**config.mk**
```make
export PLATFORM = sky130hd
export DESIGN_NAME = ofdm_qam_mapper
export DESIGN_NICKNAME = d
export VERILOG_FILES = /design/src/rtl/ofdm_qam_mapper.sv
export SDC_FILE = /design/constraint.sdc
export NUM_CORES = 1
export LEC_CHECK = 0
export BUFFER_PORTS_ARGS = -buffer_cell sky130_fd_sc_hd__buf_4
export CORE_MARGIN = 1.5
export CORE_UTILIZATION = 56
export DETAILED_ROUTE_END_ITERATION = 8
export GPL_ROUTABILITY_DRIVEN = 0
export PLACE_DENSITY_LB_ADDON = 0.08
export SETUP_SLACK_MARGIN = 0.02
export SLEW_MARGIN = 30
export SYNTH_ARGS = -nofsm -noshare
export SYNTH_HDL_FRONTEND = slang
export SYNTH_SLANG_ARGS = --single-unit
```
**constraint.sdc**
```tcl
create_clock -name ofdm_clk -period 5.7 [get_ports ofdm_clk]
set_clock_uncertainty 0.15 [all_clocks]
set_input_delay 0.57 -clock ofdm_clk [delete_from_list [all_inputs] [get_ports ofdm_clk]]
set_output_delay 0.57 -clock ofdm_clk [all_outputs]
set_load 0.02 [all_outputs]
```
**src/rtl/ofdm_qam_mapper.sv**
```systemverilog
// ofdm_qam_mapper
//   Packs the serial cipher bit stream into BPSK / QPSK / 16-QAM constellation
//   points. Each point leaves as one signed I/Q sample per subcarrier, tagged
//   with its subcarrier index and a frame-last marker. A flush request pads a
//   partial frame with zero bits up to the frame boundary.
//
// Parameters
//   BITS_PER_SYM   : bits per constellation point (1, 2 or 4)
//   NO_SUBCARRIERS : symbols per OFDM frame (>= 2)
//   IQ_WIDTH       : signed width of sym_i / sym_q (>= 4)
//
// Ports
//   ofdm_clk        : the only clock
//   resetn          : synchronous, active-low reset
//   ofdm_sdata_vld  : serial bit valid
//   ofdm_sdata_rdy  : serial bit ready (combinational from sym_rdy)
//   ofdm_sdata      : serial cipher bit, first bit of a symbol is its MSB
//   frame_flush     : single-cycle request to pad and close the current frame
//   sym_vld/sym_rdy : symbol handshake toward the IFFT stage
//   sym_i / sym_q   : signed in-phase / quadrature sample
//   sym_idx         : subcarrier index of the current symbol
//   sym_last        : high with the symbol at index NO_SUBCARRIERS-1
//   frame_cnt       : completed frames, wraps 65535 -> 0
module ofdm_qam_mapper #(
    parameter int BITS_PER_SYM   = 2,
    parameter int NO_SUBCARRIERS = 64,
    parameter int IQ_WIDTH       = 8
) (
    input  logic                              ofdm_clk,
    input  logic                              resetn,
    input  logic                              ofdm_sdata_vld,
    output logic                              ofdm_sdata_rdy,
    input  logic                              ofdm_sdata,
    input  logic                              frame_flush,
    output logic                              sym_vld,
    input  logic                              sym_rdy,
    output logic [IQ_WIDTH-1:0]               sym_i,
    output logic [IQ_WIDTH-1:0]               sym_q,
    output logic [$clog2(NO_SUBCARRIERS)-1:0] sym_idx,
    output logic                              sym_last,
    output logic [15:0]                       frame_cnt
);

    localparam int IDXW = $clog2(NO_SUBCARRIERS);
    localparam int CNTW = (BITS_PER_SYM > 1) ? $clog2(BITS_PER_SYM) : 1;

    localparam logic [IDXW-1:0] LAST_IDX = IDXW'(NO_SUBCARRIERS - 1);
    localparam logic [CNTW-1:0] LAST_BIT = CNTW'(BITS_PER_SYM - 1);

    localparam logic [IQ_WIDTH-1:0] POS_A  = IQ_WIDTH'(2 ** (IQ_WIDTH - 2));
    localparam logic [IQ_WIDTH-1:0] NEG_A  = IQ_WIDTH'(-(2 ** (IQ_WIDTH - 2)));
    localparam logic [IQ_WIDTH-1:0] POS_U  = IQ_WIDTH'(2 ** (IQ_WIDTH - 3));
    localparam logic [IQ_WIDTH-1:0] NEG_U  = IQ_WIDTH'(-(2 ** (IQ_WIDTH - 3)));
    localparam logic [IQ_WIDTH-1:0] POS_3U = IQ_WIDTH'(3 * 2 ** (IQ_WIDTH - 3));
    localparam logic [IQ_WIDTH-1:0] NEG_3U = IQ_WIDTH'(-(3 * 2 ** (IQ_WIDTH - 3)));

    generate
        if (BITS_PER_SYM != 1 && BITS_PER_SYM != 2 && BITS_PER_SYM != 4) begin : g_bad_bps
            $error("ofdm_qam_mapper: BITS_PER_SYM must be 1, 2 or 4");
        end
        if (NO_SUBCARRIERS < 2) begin : g_bad_nsc
            $error("ofdm_qam_mapper: NO_SUBCARRIERS must be >= 2");
        end
        if (IQ_WIDTH < 4) begin : g_bad_iqw
            $error("ofdm_qam_mapper: IQ_WIDTH must be >= 4");
        end
    endgenerate

    typedef enum logic {
        COLLECT = 1'b0,
        PAD     = 1'b1
    } state_t;

    state_t                    state, state_nxt;
    logic [BITS_PER_SYM-1:0]   acc, acc_nxt, acc_w, load_bits;
    logic [CNTW-1:0]           bit_cnt, bit_cnt_nxt;
    logic                      flush_pend, flush_nxt;
    logic                      rdy_en;
    logic [IDXW-1:0]           next_idx, next_idx_inc, idx_after;
    logic                      load;
    logic                      out_free;
    logic                      flush_req;

    // Gray-coded 16-QAM amplitude: 00 -3u, 01 -u, 11 +u, 10 +3u
    function automatic logic [IQ_WIDTH-1:0] qam16_level(input logic [1:0] b);
        case (b)
            2'b00:   qam16_level = NEG_3U;
            2'b01:   qam16_level = NEG_U;
            2'b11:   qam16_level = POS_U;
            default: qam16_level = POS_3U;
        endcase
    endfunction

    // Returns {I, Q}; bits are left-aligned so b[BITS_PER_SYM-1] is b0
    function automatic logic [2*IQ_WIDTH-1:0] map_iq(input logic [BITS_PER_SYM-1:0] b);
        logic [3:0] b4;
        b4 = '0;
        b4[3 -: BITS_PER_SYM] = b;
        if (BITS_PER_SYM == 1)
            map_iq = {(b4[3] ? NEG_A : POS_A), {IQ_WIDTH{1'b0}}};
        else if (BITS_PER_SYM == 2)
            map_iq = {(b4[3] ? NEG_A : POS_A), (b4[2] ? NEG_A : POS_A)};
        else
            map_iq = {qam16_level(b4[3:2]), qam16_level(b4[1:0])};
    endfunction

    assign out_free     = !sym_vld || sym_rdy;
    assign next_idx_inc = (next_idx == LAST_IDX) ? '0 : next_idx + 1'b1;

    always_comb begin
        state_nxt      = state;
        acc_nxt        = acc;
        acc_w          = acc;
        bit_cnt_nxt    = bit_cnt;
        flush_nxt      = flush_pend;
        load           = 1'b0;
        load_bits      = acc;
        ofdm_sdata_rdy = 1'b0;
        flush_req      = 1'b0;
        idx_after      = next_idx;

        case (state)
            COLLECT: begin
                ofdm_sdata_rdy = rdy_en && out_free;
                flush_req      = flush_pend || frame_flush;
                // Bits fill the accumulator MSB-first, so unfilled LSBs are
                // already zero when a partial symbol gets padded.
                if (ofdm_sdata_vld && ofdm_sdata_rdy) begin
                    for (int unsigned k = 0; k < BITS_PER_SYM; k++) begin
                        if (CNTW'(k) == bit_cnt)
                            acc_w[BITS_PER_SYM-1-k] = ofdm_sdata;
                    end
                    if (bit_cnt == LAST_BIT) begin
                        load        = 1'b1;
                        load_bits   = acc_w;
                        acc_nxt     = '0;
                        bit_cnt_nxt = '0;
                    end else begin
                        acc_nxt     = acc_w;
                        bit_cnt_nxt = bit_cnt + 1'b1;
                    end
                end
                if (load)
                    idx_after = next_idx_inc;
                if (flush_req) begin
                    // No empty frames: nothing buffered and sitting on a boundary
                    if (bit_cnt_nxt == '0 && idx_after == '0) begin
                        flush_nxt = 1'b0;
                    end else begin
                        flush_nxt = 1'b1;
                        state_nxt = PAD;
                    end
                end
            end
            PAD: begin
                if (out_free) begin
                    load        = 1'b1;
                    load_bits   = acc;
                    acc_nxt     = '0;
                    bit_cnt_nxt = '0;
                    if (next_idx == LAST_IDX) begin
                        state_nxt = COLLECT;
                        flush_nxt = 1'b0;
                    end
                end
            end
            default: state_nxt = COLLECT;
        endcase
    end

    always_ff @(posedge ofdm_clk) begin
        if (!resetn)
            state <= COLLECT;
        else
            state <= state_nxt;
    end

    always_ff @(posedge ofdm_clk) begin
        if (!resetn) begin
            acc        <= '0;
            bit_cnt    <= '0;
            flush_pend <= 1'b0;
            rdy_en     <= 1'b0;
            next_idx   <= '0;
            sym_vld    <= 1'b0;
            sym_i      <= '0;
            sym_q      <= '0;
            sym_idx    <= '0;
            sym_last   <= 1'b0;
            frame_cnt  <= '0;
        end else begin
            acc        <= acc_nxt;
            bit_cnt    <= bit_cnt_nxt;
            flush_pend <= flush_nxt;
            rdy_en     <= 1'b1;
            if (load) begin
                sym_vld        <= 1'b1;
                {sym_i, sym_q} <= map_iq(load_bits);
                sym_idx        <= next_idx;
                sym_last       <= (next_idx == LAST_IDX);
                next_idx       <= next_idx_inc;
            end else if (sym_rdy) begin
                sym_vld <= 1'b0;
            end
            if (sym_vld && sym_rdy && sym_last)
                frame_cnt <= frame_cnt + 16'd1;
        end
    end

endmodule

```
==> results.py <==
metrics = {
    "outcome": {
        "status": "finished clean",
    },
    "clock_tree": {
        "path_clk_slew_ps": 100,
        "cts_setup_buffers": 0,
        "cts-resized-gates": 0,
        "tritoncts": "built",
        "cts_hold_buf": 0,
        "clock_path_buffers": 2,
        "numCtsBuffers": 5,
        "insertion_delay_ps": 350,
        "cts_max_level": 2,
        "ctsRootBufferMaster": "clkbuf_4",
        "clkSinkCount": 39,
    },
    "floorplanning": {
        "placeableCoreArea_um2": 3100,
        "die_h_um": 60.8,
        "fp-row-count": 20,
        "start_util": 0.602,
        "die_w_um": 60.8,
        "die_area_um2": 3690,
        "pin_count": 47,
    },
    "synth": {
        "synth_top_area_cell": "dfxtp_1",
        "postSynth.asyncResetShare": 0,
        "synth.top_cells.by_area": "dfxtp_1 42%, nor2_1 6.4%, nand2_1 5.8%",
        "yosys.area.top_type_share": 0.418,
        "avgSynthCellArea_um2": 8.53,
        "synth_cell_types": 42,
        "yosys_warnings": 0,
        "netlist_instances": 219,
        "synth_edf_count": 0,
        "synth.most_common_cell": "dfxtp_1",
        "synth_common_cells": "39 x dfxtp_1, 32 x nor2_1, 29 x nand2_1",
        "synth_ff_type": "dfxtp_1",
        "ys_ff_latch": 39,
        "ys_seq_area_frac": 0.418,
        "syn_area_um2": 1870,
    },
    "sta": {
        "period_share": 0.393,
        "worst_slew_pin_slew_ps": 640,
        "setup-tns-final_ps": 0,
        "rsz0062_at_grt": "no",
        "worst_slack_ps": 3460,
        "setup_viol": 0,
        "hold_viol": 0,
        "max_freq_ghz": 0.446,
        "drv_slew": 0,
        "post-route-min-period_ps": 2240,
        "relSlewSlack": 0.573,
    },
    "global_route": {
        "overflow": 0,
        "grt_first_pass_wirelength_mm": 5.09,
        "antenna_found_initial": 0,
        "grt_use_total": 0.184,
        "first_global_vias": 1160,
        "grt_max_degree": 37,
    },
    "critical_path": {
        "crit_arrival_ps": 2320,
        "rr_startpoint": "sym_vld$_SDFFE_PN0P_",
        "crit_path_end_kind": "register",
        "r2r-end": "state$_SDFF_PN0_",
        "critPathLaunchType": "input pin",
        "crit_type": "input pin to register",
        "cp.required_ps": 5780,
        "cp_max_fo": 5,
        "rrSetupSlack_ps": 3500,
        "reg2reg_depth": 7,
    },
    "placement": {
        "io_buffers": 34,
        "pre_cts_ws_ps": 3070,
        "post-dp-hpwl_mm": 2.20,
    },
    "route": {
        "viasPerCell": 5.11,
        "via_count": 1491,
        "drc": 0,
        "first_pass_iters": 4,
        "wl_per_cell_um": 11.0,
        "drt.antenna.violating_nets": 0,
        "wl_mm": 3.22,
        "drt_iter0_markers": 98,
    },
    "hold_path": {
        "min_from": "resetn",
        "min_to": "rdy_en$_DFF_P_",
        "hold_depth": 1,
        "hold_path_class": "input pin to register",
    },
    "power": {
        "power_uw": 552,
        "powerDensity_nw_per_um2": 259,
        "peakVddDrop_uv": 156,
        "p_leak_uw": 0.000899,
    },
    "final_layout": {
        "antenna_cells": 0,
        "final-seq-area_um2": 781,
        "final.fill_count": 271,
        "layout-drive-gt1-share": 0.206,
        "multi_input_area_um2": 956,
        "area_growth_syn_to_layout_pct": 14.3,
        "fin_nets": 256,
    },
    "job": {
        "drv_cap": 0,
    },
}
layout by cell type, fill, tap and decap left out, types with 5 or more instances in the layout:
cell type	count
nand2_1	29
xor2_1	12
a21oi_1	13
buf_4	34
xnor2_1	6
dfxtp_1	39
conb_1	12
clkbuf_4	5
nand4_1	8
nand3_1	7
and3_1	6
nor2_1	32
routing by layer:
metal | up-vias | global-route usage | wire length (µm)
met4 | 0 | 0.0652 | 44
li1 | 771 | - | -
met3 | 6 | 0.0576 | 184
met2 | 39 | 0.275 | 1390
met5 | - | 0 | 0
met1 | 675 | 0.252 | 1600
final cells by class:
type                            instances  area share
Clock inverter                          1     0.00352
Sequential cell                        39       0.366
Tap cell                               44      0.0258
Multi-Input combinational cell        163       0.448
Timing Repair Buffer                   34       0.120
Inverter                                4     0.00703
Clock buffer                            7      0.0305
power breakdown:
part / switching [µW] / total (µW) / internal [µW]
registers: 14.3 / 298 / 283
clock network: 91.4 / 164 / 72.1
logic: 57.1 / 90.6 / 33.5
total: 163 / 552 / 389
flip-flops by register name, summed over array words and instances, names as in the netlist:
signal	cells
state	1
sym_i	2
acc	2
sym_vld	1
frame_cnt	16
sym_last	1
sym_q	1
sym_idx	6
bit_cnt	1
next_idx	6
rdy_en	1
flush_pend	1
cells by family after synthesis:
group,Yosys count,synth area share
multiplexers,2,0.0107
buffers and inverters,28,0.0924
AO/OA/AOI/OAI,29,0.117
other,1,0.00201
XOR/XNOR,18,0.0844
adder cells (fa/ha/maj),3,0.0201
flip-flops,39,0.418
AND/OR/NAND/NOR,99,0.256
worst max-delay path, cell delays in order:
cell and delay [ps]:
buf_4 110, nand2b_1 170, and3_1 200, ha_1 250, and4_1 240, o31a_2 300, a2111oi_4 370, a21oi_1 110
worst max path at each step:
stage,from,to,slack (ps),cells past startpoint
after floorplan,sym_rdy,state$_SDFF_PN0_,3310,7
after global placement,sym_rdy,flush_pend$_SDFFE_PN0P_,3100,8
after detailed placement,sym_rdy,flush_pend$_SDFFE_PN0P_,3070,8
after CTS,sym_rdy,state$_SDFF_PN0_,3470,8
after global routing,sym_vld$_SDFFE_PN0P_,next_idx[3]$_SDFFE_PN0P_,3350,8
final,sym_rdy,state$_SDFF_PN0_,3460,8
stage by stage:
step | instance area, µm² | hold WS (ps) | instances | util
4_1_cts | 2130 | 210 | 292 | 0.688
6_report | 2130 | 219 | 292 | 0.688
5_1_grt | 2130 | 204 | 292 | 0.688
2_1_floorplan | 1910 | 278 | 230 | -
3_5_place_dp | 2060 | 297 | 284 | 0.665
3_3_place_gp | 2060 | 295 | 284 | 0.665
Note: power is estimated with default switching activity, not from simulation.
